File: config.mk
export PLATFORM = sky130hd
export DESIGN_NAME = pipe_issue_ctrl_flat
export DESIGN_NICKNAME = d
export VERILOG_FILES = /design/src/rtl/pipe_issue_ctrl_if.sv /design/src/rtl/pipe_issue_ctrl.sv /design/src/flat_wrapper.sv
export SDC_FILE = /design/constraint.sdc
export NUM_CORES = 1
export LEC_CHECK = 0
export BUFFER_PORTS_ARGS = -buffer_cell sky130_fd_sc_hd__buf_4
export CAP_MARGIN = 20
export CORE_ASPECT_RATIO = 1.1
export CORE_MARGIN = 2
export CORE_UTILIZATION = 45
export CTS_BUF_LIST = sky130_fd_sc_hd__clkbuf_4
export CTS_CLUSTER_SIZE = 25
export DETAILED_ROUTE_END_ITERATION = 6
export GPL_TIMING_DRIVEN = 0
export SLEW_MARGIN = 40
export SYNTH_ARGS = -nofsm -noshare
export SYNTH_HDL_FRONTEND = slang
export SYNTH_SLANG_ARGS = --single-unit
File: constraint.sdc
create_clock -name clk -period 4.5 [get_ports clk]
set_input_delay 0.9 -clock clk [delete_from_list [all_inputs] [get_ports clk]]
set_output_delay 0.9 -clock clk [all_outputs]
set_load 0.02 [all_outputs]
File: src/rtl/pipe_issue_ctrl_if.sv
// Producer-side valid/ready bundle carrying one operand set
// (a,b,c,d) into the issue stage.
interface pipe_issue_ctrl_if #(
    parameter int W = 10
);
    logic         in_valid;
    logic         in_ready;
    logic [W-1:0] in_a;
    logic [W-1:0] in_b;
    logic [W-1:0] in_c;
    logic [W-1:0] in_d;

    modport master (
        output in_valid, in_a, in_b, in_c, in_d,
        input  in_ready
    );

    modport slave (
        input  in_valid, in_a, in_b, in_c, in_d,
        output in_ready
    );
endinterface

File: src/rtl/pipe_issue_ctrl.sv
// Issue stage for pipe_ex: operand FIFO, one issue per clock,
// fixed-latency tracking and tagged result capture.
module pipe_issue_ctrl #(
    parameter int W     = 10,
    parameter int DEPTH = 4,
    parameter int LAT   = 3,
    parameter int CNTW  = 16
) (
    input  logic            clk,
    input  logic            rst_n,
    pipe_issue_ctrl_if.slave in_bus,
    input  logic            issue_en,
    output logic [W-1:0]    a_o,
    output logic [W-1:0]    b_o,
    output logic [W-1:0]    c_o,
    output logic [W-1:0]    d_o,
    output logic            issue,
    input  logic [W-1:0]    f_in,
    output logic [W-1:0]    res,
    output logic            res_valid,
    output logic            busy,
    output logic [CNTW-1:0] issued_cnt,
    output logic [CNTW-1:0] retired_cnt
);
    localparam int PW = $clog2(DEPTH);

    typedef struct packed {
        logic [W-1:0] a;
        logic [W-1:0] b;
        logic [W-1:0] c;
        logic [W-1:0] d;
    } opset_t;

    opset_t          mem_q [DEPTH];
    opset_t          mem_d [DEPTH];
    logic [PW-1:0]   wr_ptr_q, wr_ptr_d;
    logic [PW-1:0]   rd_ptr_q, rd_ptr_d;
    logic [PW:0]     cnt_q, cnt_d;
    opset_t          ops_q, ops_d;
    logic            issue_q, issue_d;
    logic [LAT-1:0]  vld_q, vld_d;
    logic [W-1:0]    res_q, res_d;
    logic            res_valid_q, res_valid_d;
    logic [CNTW-1:0] issued_q, issued_d;
    logic [CNTW-1:0] retired_q, retired_d;

    logic full, empty, push, pop;

    assign full  = (cnt_q == (PW+1)'(DEPTH));
    assign empty = (cnt_q == '0);
    assign push  = in_bus.in_valid & ~full;
    assign pop   = issue_en & ~empty;

    assign in_bus.in_ready = ~full;

    always_comb begin
        mem_d    = mem_q;
        wr_ptr_d = wr_ptr_q;
        rd_ptr_d = rd_ptr_q;
        cnt_d    = cnt_q;
        if (push) begin
            mem_d[wr_ptr_q] = '{a: in_bus.in_a, b: in_bus.in_b,
                                c: in_bus.in_c, d: in_bus.in_d};
            wr_ptr_d = wr_ptr_q + PW'(1);
        end
        if (pop) rd_ptr_d = rd_ptr_q + PW'(1);
        case ({push, pop})
            2'b10:   cnt_d = cnt_q + (PW+1)'(1);
            2'b01:   cnt_d = cnt_q - (PW+1)'(1);
            default: cnt_d = cnt_q;
        endcase
    end

    // Bubbles drive zeros so idle cycles are deterministic downstream.
    always_comb begin
        ops_d       = pop ? mem_q[rd_ptr_q] : '0;
        issue_d     = pop;
        issued_d    = issued_q + CNTW'(pop);
        vld_d       = LAT'({vld_q, issue_q});
        res_valid_d = vld_q[LAT-1];
        res_d       = vld_q[LAT-1] ? f_in : res_q;
        retired_d   = retired_q + CNTW'(vld_q[LAT-1]);
    end

    always_ff @(posedge clk or negedge rst_n) begin
        if (!rst_n) begin
            for (int i = 0; i < DEPTH; i++) mem_q[i] <= '0;
            wr_ptr_q    <= '0;
            rd_ptr_q    <= '0;
            cnt_q       <= '0;
            ops_q       <= '0;
            issue_q     <= 1'b0;
            vld_q       <= '0;
            res_q       <= '0;
            res_valid_q <= 1'b0;
            issued_q    <= '0;
            retired_q   <= '0;
        end else begin
            mem_q       <= mem_d;
            wr_ptr_q    <= wr_ptr_d;
            rd_ptr_q    <= rd_ptr_d;
            cnt_q       <= cnt_d;
            ops_q       <= ops_d;
            issue_q     <= issue_d;
            vld_q       <= vld_d;
            res_q       <= res_d;
            res_valid_q <= res_valid_d;
            issued_q    <= issued_d;
            retired_q   <= retired_d;
        end
    end

    assign a_o         = ops_q.a;
    assign b_o         = ops_q.b;
    assign c_o         = ops_q.c;
    assign d_o         = ops_q.d;
    assign issue       = issue_q;
    assign res         = res_q;
    assign res_valid   = res_valid_q;
    assign issued_cnt  = issued_q;
    assign retired_cnt = retired_q;
    // The set on a_o..d_o this cycle counts as in flight.
    assign busy = ~empty | issue_q | (|vld_q) | res_valid_q;
endmodule

File: src/flat_wrapper.sv
// flat-port wrapper written by rule: the top's interface ports become plain ports
module pipe_issue_ctrl_flat 
#(
    parameter int W     = 10,
    parameter int DEPTH = 4,
    parameter int LAT   = 3,
    parameter int CNTW  = 16
)
  (clk, rst_n, issue_en, a_o, b_o, c_o, d_o, issue, f_in, res, res_valid, busy, issued_cnt, retired_cnt, in_bus_in_valid, in_bus_in_a, in_bus_in_b, in_bus_in_c, in_bus_in_d, in_bus_in_ready);
  pipe_issue_ctrl_if #(.W(W)) in_bus_i ();
  input  logic clk;
  input  logic rst_n;
  input  logic issue_en;
  output logic [W-1:0] a_o;
  output logic [W-1:0] b_o;
  output logic [W-1:0] c_o;
  output logic [W-1:0] d_o;
  output logic issue;
  input  logic [W-1:0] f_in;
  output logic [W-1:0] res;
  output logic res_valid;
  output logic busy;
  output logic [CNTW-1:0] issued_cnt;
  output logic [CNTW-1:0] retired_cnt;
  input wire logic [$bits(in_bus_i.in_valid)-1:0] in_bus_in_valid;
  input wire logic [$bits(in_bus_i.in_a)-1:0] in_bus_in_a;
  input wire logic [$bits(in_bus_i.in_b)-1:0] in_bus_in_b;
  input wire logic [$bits(in_bus_i.in_c)-1:0] in_bus_in_c;
  input wire logic [$bits(in_bus_i.in_d)-1:0] in_bus_in_d;
  output wire logic [$bits(in_bus_i.in_ready)-1:0] in_bus_in_ready;
  assign in_bus_i.in_valid = in_bus_in_valid;
  assign in_bus_i.in_a = in_bus_in_a;
  assign in_bus_i.in_b = in_bus_in_b;
  assign in_bus_i.in_c = in_bus_in_c;
  assign in_bus_i.in_d = in_bus_in_d;
  assign in_bus_in_ready = in_bus_i.in_ready;
  pipe_issue_ctrl #(.W(W), .DEPTH(DEPTH), .LAT(LAT), .CNTW(CNTW)) u_core (.clk(clk), .rst_n(rst_n), .in_bus(in_bus_i), .issue_en(issue_en), .a_o(a_o), .b_o(b_o), .c_o(c_o), .d_o(d_o), .issue(issue), .f_in(f_in), .res(res), .res_valid(res_valid), .busy(busy), .issued_cnt(issued_cnt), .retired_cnt(retired_cnt));
endmodule
* After elaboration in Yosys (flattened, before gate mapping) *
Cells that the tools add are included.

storage, ports and cells
  flip-flop bits (word level) = 254
  bits of input ports = 54
  output and inout bits = 86

cells by class
  order comparisons = 3
  multiplexer cells = 8
  add/subtract/negate cells = 6
  reduce and logical (&&, ||, !) cells = 4
  bitwise logic cells = 9
  eq/ne operators = 3

operator list
  operator                                             count
  bitwise mux 160 bit                                  1
  two-way mux 40 bit                                   4
  binary-select mux 40 bit (select 2 bit)              1
  demux 40 bit (select 2 bit)                          1
  adder 16 x 1 -> 16 bit                               2
  >= comparator 3 bit, second input constant           2
  inverter 2 -> 3 bit                                  2
  case mux 3 bit (2 select lines)                      1
  adder 2 x 1 -> 2 bit, second input constant          2
  adder 3 x 1 -> 3 bit, second input constant          1
  equality test 3 bit, second input constant           1
  logical NOT 3 bit                                    1
  < comparator 3 x 1 -> 1 bit, second input constant   1
  OR 1 bit                                             3
  OR reduction 3 bit                                   1
  subtractor 3 x 1 -> 3 bit, second input constant     1
  AND 1 bit                                            2
  equality test 2 x 1 -> 1 bit, second input constant  1
  equality test 2 bit, second input constant           1
  inverter 1 bit                                       2
  nonzero test 2 bit                                   1
  logical AND 1 bit                                    1

* Depth between registers and ports, before layout *
  depth in word-level cells = 6
  mapped depth = 9
  depth with buffers taken out = 8

* Least setup slack after synthesis *
OpenSTA, ideal clock, no wires.

  kind = in2reg
  start = in issue_en
  end = reg u_core.issued_q[14] (netlist: u_core.issued_cnt[14])
  required time = 4.420 ns
  data arrival time = 2.424 ns
  setup slack = 1.997 ns
  stages = 7
  cell sequence = o31a_1 -> clkbuf_1 -> ha_1 -> ha_1 -> nand4_1 -> nor4_1 -> xor2_1

on the way
  cells in the longest elaborated chain, start to end = 2

RTL lines
  item                     RTL line                text
  start: declaration       flat_wrapper.sv:13      input logic issue_en;
  AND 1 bit                pipe_issue_ctrl.sv:52   assign pop = issue_en & ~empty;
  via u_core.issue_d       pipe_issue_ctrl.sv:40   logic issue_q, issue_d;
  adder 16 x 1 -> 16 bit   pipe_issue_ctrl.sv:78   issued_d = issued_q + CNTW'(pop);
  via u_core.issued_d[14]  pipe_issue_ctrl.sv:44   logic [CNTW-1:0] issued_q, issued_d;
  end signal: assignment   pipe_issue_ctrl.sv:108  issued_q <= issued_d;
  end: declaration         pipe_issue_ctrl.sv:44

The timed path passes the listed nets, and every way through them passes these cells.
A chain may end at the register's enable or synchronous reset.

* Worst setup path after layout *
  start = reg u_core.cnt_q[0]
  end = reg u_core.issued_q[14] (netlist: u_core.issued_cnt[14])

on the way
  cells in the longest elaborated chain, start to end = 4

RTL lines
  item                      RTL line                text
  start: declaration        pipe_issue_ctrl.sv:38   logic [PW:0] cnt_q, cnt_d;
  start signal: assignment  pipe_issue_ctrl.sv:102  cnt_q <= cnt_d;
  logical NOT 3 bit         pipe_issue_ctrl.sv:50   assign empty = (cnt_q == '0);
  inverter 1 bit            pipe_issue_ctrl.sv:52
  AND 1 bit                 pipe_issue_ctrl.sv:52
  via u_core.issue_d        pipe_issue_ctrl.sv:40
  adder 16 x 1 -> 16 bit    pipe_issue_ctrl.sv:78
  via u_core.issued_d[14]   pipe_issue_ctrl.sv:44

The timed path passes the listed nets, and every way through them passes these cells.

==> out/results.ini <==
[floorplan]
start_util_pct = 45.9
die_w_um = 155
dieHeight_um = 170
die_area_um2 = 26300
rows = 60
core_area_um2 = 24500
io_pins = 140

[synthesis]
syn-num-nets = 718
synthCells = 654
yosysTopAreaCellShare_pct = 56.4
synth_top_cell_by_area = dfrtp_1
syn-cell-area_um2 = 11300
avgSynthCellArea_um2 = 17.2
synth-seq-area-share_pct = 56.4
synth.distinct_cells = 26
ys_ff_latch = 254
synth_area_leaders = dfrtp_1 56%, mux2_4 21%, mux4_2 8.0%
synth-warning-count = 0

[flow_run]
max_cap_violations = 0

[critical_path]
start_kind = flop
worst_setup_path_end_kind = flop
cp_common_cell = ha_1
rrSetupSlack_ps = 1610
required_ps = 5070
critical-path-max-stage-delay_ps = 710
path_max_fanout = 12
reg2reg_depth = 7
path_class = reg -> reg
worstReg2RegStart = u_core.cnt_q[0]
cp.arrival_ps = 3460
worstReg2RegEnd = u_core.issued_cnt[14]
crit_chain = o31a_1, clkbuf_1, ha_1, ha_1, nand4_1, nor4_1, xor2_1
cpMaxStageDelayCell = clkbuf_1

[pwr]
p_leak_uw = 0.00648
p_per_area_nw_per_um2 = 728
ir_drop_mv = 0.310

[global_routing]
grt_util_met3_pct = 4.99
met2_usage_pct = 30.6
grt_remaining_overflow = 0
globalRouteMet1Util_pct = 25.2
grt_max_degree = 83
antenna_found_initial = 1
first_global_vias = 7145
grt_busiest_layer = met2
globalRouteTotalUtil_pct = 19.1
grt_pass1_wl_um = 39200

[routing]
vias = 6211
antenna_left = 0
drt_first_iter_violations = 232
vias_per_cell = 5.05
drcViolationCount = 0
wl_per_cell_um = 19.6
routed_wl_um = 24000
first_pass_iters = 4

[sta]
drv_slew = 0
rsz0062_at_grt = no
fmax_ghz = 0.346
setup_viol = 0
worst_pin_slew_ps = 888
timing.slew.headroom_pct = 40.8
fin_skew_ps = 50.9
period_needed_ps = 2890
tns_ps = 0
hold_viol = 0
finalCritPeriodShare_pct = 64.2

[clock_network]
cts_root_buf = clkbuf_4
cts_tree = yes
h-tree-depth = 3
hold_buffers = 0
cts.clk_slew.worst_paths_ps = 70
cts-resized-gates = 0
cts_buffer_depth = 3
numCtsBuffers = 70
cts_sinks = 254
insertion_delay_ps = 670
cts_setup_buffers = 0

[placement]
io_buffers = 139
dp_hpwl_um = 15400
place_area_um2 = 12800
gp_congestion = 0.764

[finish]
stdcell_area_um2 = 13700
nNetsFinal = 932
layout-drive-gt1-share_pct = 53.8
area_growth_pct = 21.4
n_fill_cell = 1959

[worst_hold_path]
hold_path.class = in -> async

[outcome]
status = complete, no violations

layout by cell type (no fill, tap or decap), types with 11 or more instances in the layout:
master    netlist  final
xor2_1         21     21
and2_1         40     40
mux2_4        160    160
buf_12         16     16
xnor2_1        13     13
mux4_2         40     40
mux2_2         11     11
buf_4           0    138
clkbuf_4        0    107
dfrtp_1       254    254
Yosys cell counts (all sizes together):
master	instances
nor3	10
nor2	7
mux2i	1
and2	40
ha	9
xor2	21
fa	1
o31a	1
nand2	9
xnor2	13
and3	4
nand4	8
or3b	1
nand3	10
mux2	171
buf	29
inv	10
dfrtp	254
clkbuf	7
mux4	40
and4	1
nor4	7
worst max path at each step:
stage,startpoint,endpoint,slack [ps]
after floorplan,issue_en,u_core.issued_cnt[14],2000
after CTS,u_core.cnt_q[0],u_core.issued_cnt[14],1600
after global placement,rst_n,u_core.b_o[3],670
after detailed placement,issue_en,u_core.issued_cnt[14],1070
after global routing,u_core.cnt_q[0],u_core.issued_cnt[14],1450
final,u_core.cnt_q[0],u_core.issued_cnt[14],1610
cell families after synthesis:
logic type	after synthesis	share of synthesized area, %
AO/OA/AOI/OAI	1	0.0777
flip-flops	254	56.4
multiplexers	212	30.5
adder cells (fa/ha/maj)	10	1.18
buffers and inverters	46	4.22
XOR/XNOR	34	2.64
AND/OR/NAND/NOR	97	5.03
area by class of cell:
type                            instances  area [µm²]  share of cell area (%)
Sequential cell                       254        6360                    46.4
Multi-Input combinational cell        354        4440                    32.5
Timing Repair Buffer                  142        1130                    8.28
Clock buffer                          107         803                    5.87
Buffer                                 36         438                    3.20
Tap cell                              310         388                    2.83
Clock inverter                         15        83.8                   0.612
Inverter                               10        37.5                   0.274
Antenna cell                            2        5.00                  0.0366
registers in the layout (all words and copies together), names as in the netlist:
name / cells
u_core.res: 10
u_core.a_o: 10
u_core.mem_q: 160
u_core.c_o: 10
u_core.res_valid: 1
u_core.rd_ptr_q: 2
u_core.b_o: 10
u_core.d_o: 10
u_core.vld_q: 3
u_core.issued_cnt: 16
u_core.wr_ptr_q: 2
u_core.retired_cnt: 16
u_core.cnt_q: 3
u_core.issue: 1
routing by layer:
metal,vias up,wire (µm)
met4,0,495
met1,3217,10700
met3,44,1260
met2,158,11600
li1,2792,-
met5,-,0
worst max-delay path: cells and delay by family (launching register included):
family	cells	cell delay, ps
AOI/OAI and AO/OA	1	340
xor gates and xnor gates	1	170
adders and majority gates	2	610
buffers and inverters	1	710
DFF	1	420
and+or+nand+nor	2	550
per-stage QoR:
| stage | utilization, % | hold slack, ps | instances | power, µW | setup WS, ps |
|---|---|---|---|---|---|
| finish | 55.8 | 78.4 | 1230 | 9970 | 1610 |
| global route | 55.8 | 37.4 | 1230 | 10600 | 1450 |
| CTS | 55.7 | 11.6 | 1228 | 10100 | 1600 |
| detailed placement | 52.1 | 361 | 1106 | 7950 | 1070 |
| global placement | 51.8 | 362 | 1103 | 7760 | 669 |
| floorplan | - | 355 | 654 | 6830 | 2000 |
where the power goes:
part / internal (µW) / switching (µW) / total [µW]
sequential: 3290 / 585 / 3870
combinational: 2510 / 1490 / 4000
clock: 1140 / 959 / 2100
total: 6930 / 3040 / 9970
Note: power is estimated with default switching activity, not from simulation.
